$ cat src/rtl/arb_pkg.sv
`default_nettype none
// +--------------------------------------------------------------------+
// | arb_pkg: shared FSM encoding, sizing and round-robin pick helper   |
// | Rev 1.0                                                            |
// +--------------------------------------------------------------------+
package arb_pkg;

    localparam int c_cnt_w        = 4;
    localparam int c_max_hold_def = 8;

    localparam logic [0:0] c_st_idle  = 1'b0;
    localparam logic [0:0] c_st_grant = 1'b1;

    // Returns {found, index}: first set request searching upward from last+1 with wrap.
    function automatic logic [2:0] rr_pick(input logic [3:0] req, input logic [1:0] last);
        logic [2:0] res;
        logic [1:0] idx;
        res = 3'b000;
        for (int k = 4; k >= 1; k--) begin
            idx = last + 2'(k);
            if (req[idx]) begin
                res = {1'b1, idx};
            end
        end
        return res;
    endfunction

endpackage
`default_nettype wire

$ cat src/rtl/decoder.sv
`default_nettype none
// +--------------------------------------------------------------------+
// | decoder: 2-to-4 one-hot decoder with enable                        |
// | Rev 1.0                                                            |
// +--------------------------------------------------------------------+
module decoder (
    input  logic [1:0] i_sel,
    input  logic       i_en,
    output logic [3:0] o_dec
);

    always_comb begin
        o_dec = 4'b0000;
        if (i_en) begin
            o_dec = 4'b0001 << i_sel;
        end
    end

endmodule
`default_nettype wire

$ cat src/rtl/rr_arbiter4.sv
`default_nettype none
// +--------------------------------------------------------------------+
// | rr_arbiter4: 4-way round-robin arbiter with hold limit and bubble  |
// | Rev 1.0                                                            |
// +--------------------------------------------------------------------+
module rr_arbiter4
    import arb_pkg::*;
#(
    parameter int MAX_HOLD = c_max_hold_def
) (
    input  logic       clk,
    input  logic       rst_n,
    input  logic [3:0] req,
    input  logic       done,
    output logic [3:0] gnt,
    output logic       gnt_valid,
    output logic [1:0] gnt_id,
    output logic       timeout
);

    localparam logic [c_cnt_w-1:0] c_hold_last = c_cnt_w'(MAX_HOLD - 1);

    logic [0:0]         r_state;
    logic [0:0]         w_state_nxt;
    logic [1:0]         r_gnt_id;
    logic [1:0]         r_last_id;
    logic [c_cnt_w-1:0] r_hold;
    logic [2:0]         w_pick;
    logic               w_hold_lim;
    logic               w_release;
    logic               w_gnt_valid;
    logic               w_timeout;

    assign w_pick     = rr_pick(req, r_last_id);
    assign w_hold_lim = (r_hold == c_hold_last);
    assign w_release  = done || !req[r_gnt_id] || w_hold_lim;

    always_ff @(posedge clk or negedge rst_n) begin
        if (!rst_n) begin
            r_state <= c_st_idle;
        end else begin
            r_state <= w_state_nxt;
        end
    end

    always_comb begin
        w_state_nxt = r_state;
        case (r_state)
            c_st_idle:  if (w_pick[2]) w_state_nxt = c_st_grant;
            c_st_grant: if (w_release) w_state_nxt = c_st_idle;
            default:    w_state_nxt = c_st_idle;
        endcase
    end

    // timeout flags the hold-limit release in the same cycle it happens,
    // so a simultaneous done or request drop can suppress it.
    always_comb begin
        w_gnt_valid = (r_state == c_st_grant);
        w_timeout   = w_gnt_valid && w_hold_lim && !done && req[r_gnt_id];
    end

    always_ff @(posedge clk or negedge rst_n) begin
        if (!rst_n) begin
            r_gnt_id  <= 2'd3;
            r_last_id <= 2'd3;
            r_hold    <= '0;
        end else if (r_state == c_st_idle) begin
            if (w_pick[2]) begin
                r_gnt_id <= w_pick[1:0];
                r_hold   <= '0;
            end
        end else if (w_release) begin
            r_last_id <= r_gnt_id;
        end else if (r_hold != {c_cnt_w{1'b1}}) begin
            r_hold <= r_hold + 1'b1;
        end
    end

    decoder u_dec (
        .i_sel (r_gnt_id),
        .i_en  (w_gnt_valid),
        .o_dec (gnt)
    );

    assign gnt_valid = w_gnt_valid;
    assign gnt_id    = r_gnt_id;
    assign timeout   = w_timeout;

endmodule
`default_nettype wire

$ cat config.mk
export PLATFORM = sky130hd
export DESIGN_NAME = rr_arbiter4
export DESIGN_NICKNAME = d
export VERILOG_FILES = /design/src/rtl/arb_pkg.sv /design/src/rtl/decoder.sv /design/src/rtl/rr_arbiter4.sv
export SDC_FILE = /design/constraint.sdc
export NUM_CORES = 1
export LEC_CHECK = 0
export BUFFER_PORTS_ARGS = -buffer_cell sky130_fd_sc_hd__buf_2
export CORE_MARGIN = 5
export CORE_UTILIZATION = 38
export CTS_CLUSTER_DIAMETER = 150
export CTS_CLUSTER_SIZE = 16
export DETAILED_ROUTE_END_ITERATION = 6
export HOLD_SLACK_MARGIN = 0.03
export PLACE_DENSITY = 0.63
export SETUP_SLACK_MARGIN = 0.4
export SLEW_MARGIN = 25
export SYNTH_ARGS = -nofsm -noshare
export SYNTH_HDL_FRONTEND = slang
export SYNTH_SLANG_ARGS = --single-unit
$ cat constraint.sdc
create_clock -name clk -period 1.65 [get_ports clk]
set_input_delay 0.33 -clock clk [delete_from_list [all_inputs] [get_ports clk]]
set_output_delay 0.33 -clock clk [all_outputs]
set_load 0.01 [all_outputs]
==> out/metrics.cfg <==
[status]
status = finished, violations left
violations = negative setup slack

[drt]
avgViaCountPerCell = 5.553
drt_iter0_markers = 12
drc_errors = 0
dr.pass1.iters = 4
wl_per_cell_um = 14.74
vias = 572
drt_wl_total_um = 1518
postRouteAntennaNets = 0

[clock_network]
clock-sinks = 9
clockRootBuffer = clkbuf_4
cts_buffers = 3
clk_pin_slew_worst_paths_ns = 0.06
clockBufferDepth = 2
insertion_delay_ns = 0.27
cts_tree = yes
h-tree-depth = 1

[critical_path]
r2r_slack_ns = 0.02
worstReg2RegEnd = r_hold[0]$_DFFE_PN0P_
path_delay_family = flip-flops
max_stage_delay_ns = 0.57
crit_buf_inv = 1
crit_path_top_delay_cell = dfstp_2
end_kind = output port
cp-start-kind = flop
path_class = flop to output port
crit_chain = mux2i_2 > o32ai_2 > and2_4 > buf_2
reg2reg_depth = 6
reg2reg_from = gnt_id[0]$_DFFE_PN1P_
cp.required_ns = 1.32
crit_fanout = 3
worstPathArrival_ns = 1.50

[logic_synthesis]
ys_ff_latch = 9
syn_area_per_cell_sq_um = 9.384
yosysSeqAreaShare = 0.4089
syn-cell-area_sq_um = 563.0
synth_fp_nets = 68
yosysWarnings = 0
synth_cell_types = 29
synthCells = 60

[sta]
worst_slack_ns = -0.1811
rsz0062_at_grt = true
tightestPinTransition_ns = 0.2544
finalMaxSlewViolations = 0
setup_viol = 4
fmax_mhz = 546.1
post-route-min-period_ns = 1.831
fin_crit_sh = 1.110
hold_violations = 0
finClkSkew_ns = 0.004132
slew_headroom = 0.8304

[global_routing]
grt_usage = 0.1346
gr-max-usage-layer = met2
grt_pass1_wl_um = 2573
antenna_found_initial = 0
grt.met2_usage = 0.2304
met1_usage = 0.1453
grt_pass1_vias = 641
grt_overflow_total = 0
grt_max_degree = 10
grt_util_met3 = 0.02752

[finish]
areaGrowthSynthToFinish_pct = 45.11
final_nets = 97
nFillCells = 121
num_antenna_cells = 0
layout-drive-gt1-share = 0.4545

[placed_design]
gp_congestion = 0.7521
port_buffers = 14
place_hpwl_um = 1041
place_ws_ns = 0.06916

[pwr]
power.share.combinational = 0.580
leakagePower_nw = 0.4302
sw_frac_of_total = 0.3802
pwr-share-clk = 0.123
ir_drop_mv = 0.7545
power_switching_w = 0.0005588
internal_power_w = 0.0009110
seqPwrFrac = 0.297
power_density_mw_per_mm2 = 1799
p_total_w = 0.001470

[min_path]
worstHoldEndpoint = gnt_id[1]$_DFFE_PN1P_
min_from = req[2]
hp-class = input port to flop
min_path_cells = 3

[floorplan]
core_area_sq_mm = 0.001350
io_pins = 15
row_count = 13
start_util = 0.4171
die_w_um = 48.49
fp.dieH_um = 48.49
fp.dieArea_sq_mm = 0.002351

[run]
cap_violations = 0

-- cell usage after synthesis --
| library cell | count | area [sq um] |
|---|---|---|
| a21o_1 | 1 | 7.510 |
| a21oi_1 | 2 | 10.01 |
| a22o_2 | 1 | 10.01 |
| a31oi_1 | 1 | 6.260 |
| and2_2 | 1 | 7.510 |
| and3_1 | 1 | 6.260 |
| and3_2 | 1 | 7.510 |
| and3b_1 | 1 | 8.760 |
| clkbuf_1 | 1 | 3.750 |
| dfrtp_1 | 5 | 125.1 |
| dfstp_2 | 4 | 105.1 |
| ha_1 | 1 | 12.51 |
| inv_1 | 4 | 15.01 |
| mux2_2 | 1 | 11.26 |
| mux2i_1 | 7 | 70.07 |
| nand2_1 | 9 | 33.78 |
| nand2b_2 | 1 | 8.760 |
| nand3_1 | 2 | 10.01 |
| nand3b_1 | 1 | 7.510 |
| nand4_1 | 1 | 6.260 |
| nor2_1 | 4 | 15.01 |
| nor2b_1 | 1 | 6.260 |
| o21a_1 | 1 | 7.510 |
| o21ai_0 | 3 | 15.01 |
| o22ai_1 | 1 | 6.260 |
| o31a_1 | 1 | 8.760 |
| o31ai_1 | 1 | 7.510 |
| o32ai_2 | 1 | 16.27 |
| or2b_1 | 1 | 7.510 |
-- cells in the final DEF, fill, tap and decap left out, drive strengths merged --
cell type	count
a21oi	2
inv	4
clkbuf	4
dlygate4sd3	1
buf	24
a31oi	1
ha	1
a21o	1
nand4	1
and3b	1
nand2	9
nor2	4
mux2i	7
or2b	1
nand3	2
nand2b	1
nand3b	1
nor2b	1
o31a	1
o21ai	3
dfstp	4
mux2	1
and2	1
o22ai	1
o31ai	1
a22o	1
and3	2
o21a	1
dfrtp	5
o32ai	1
-- sequential cells by signal, summed over array words and instances, names as in the netlist --
signal,flops
gnt_valid,1
r_hold,4
r_last_id,2
gnt_id,2
-- power groups by stage --
stage | Clock [W] | Combinational (W) | Sequential, W
finish | 0.000181 | 0.000853 | 0.000436
floorplan | 0 | 0.000391 | 0.000439
global route | 0.000188 | 0.000917 | 0.000447
detailed placement | 0 | 0.000598 | 0.000447
global placement | 0 | 0.000594 | 0.000442
CTS | 0.000179 | 0.000810 | 0.000433
-- logic make-up after synthesis --
logic type               Yosys count  share of synthesized area
AO/OA/AOI/OAI                     13                     0.1689
flip-flops                         9                     0.4089
AND/OR/NAND/NOR                   24                     0.2223
adder cells (fa/ha/maj)            1                    0.02222
multiplexers                       8                     0.1444
buffers and inverters              5                    0.03332
-- how the worst max path moves through the flow --
stage	from	slack [ns]	depth (start not counted)	to
after floorplan	gnt_id[0]$_DFFE_PN1P_	0.12	4	r_last_id[1]$_DFFE_PN1P_
after detailed placement	gnt_id[0]$_DFFE_PN1P_	0.07	4	timeout
after global routing	gnt_id[0]$_DFFE_PN1P_	-0.22	4	timeout
final	gnt_id[0]$_DFFE_PN1P_	-0.18	4	timeout
after global placement	gnt_id[0]$_DFFE_PN1P_	0.07	4	timeout
after CTS	gnt_id[0]$_DFFE_PN1P_	-0.16	4	timeout
-- worst reg2reg max path: cells and delay by family (launching register included) --
kind            cells  cell delay [ns]
simple gates        1             0.11
compound gates      1             0.12
mux                 2             0.48
flops               1             0.57
buf+inv             2             0.27
-- per-stage QoR --
stage / util / std cells / area, sq um / TNS, ns / hold WS (ns)
after detailed placement: 0.5042 / 91 / 680.7 / 0 / 0.1925
after global routing: 0.6052 / 103 / 817.0 / -0.7608 / 0.4624
after CTS: 0.5941 / 102 / 802.0 / -0.2274 / 0.4362
after global placement: 0.5042 / 91 / 680.7 / 0 / 0.1921
after floorplan: - / 60 / 574.3 / 0 / 0.03441
final: 0.6052 / 103 / 817.0 / -0.5260 / 0.4315
-- routing by layer --
metal,wire length (um),part of all wire,up-vias
met5,0,0,-
met4,42,0.028,0
met3,99,0.065,5
met2,751,0.49,20
met1,625,0.41,277
li1,-,-,270
-- final cells by class --
cell class	count	area, sq um	area share
sequential	9	230.2	0.2818
timing repair buffer	25	195.2	0.2389
clock buffer	4	26.28	0.03216
multi-input combinational	46	331.6	0.4058
inverter	4	15.01	0.01838
tap	15	18.77	0.02297
-- repair_timing --
action / in CTS / in global routing
resized for setup: 9 / 3
hold endpoints to repair: 5 / 0
setup endpoints to repair: 15 / 16
buffers inserted: 6 / 1
pin swaps: 1 / 1
hold buffers: 1 / 0
Power figures use the tool's default switching activity.
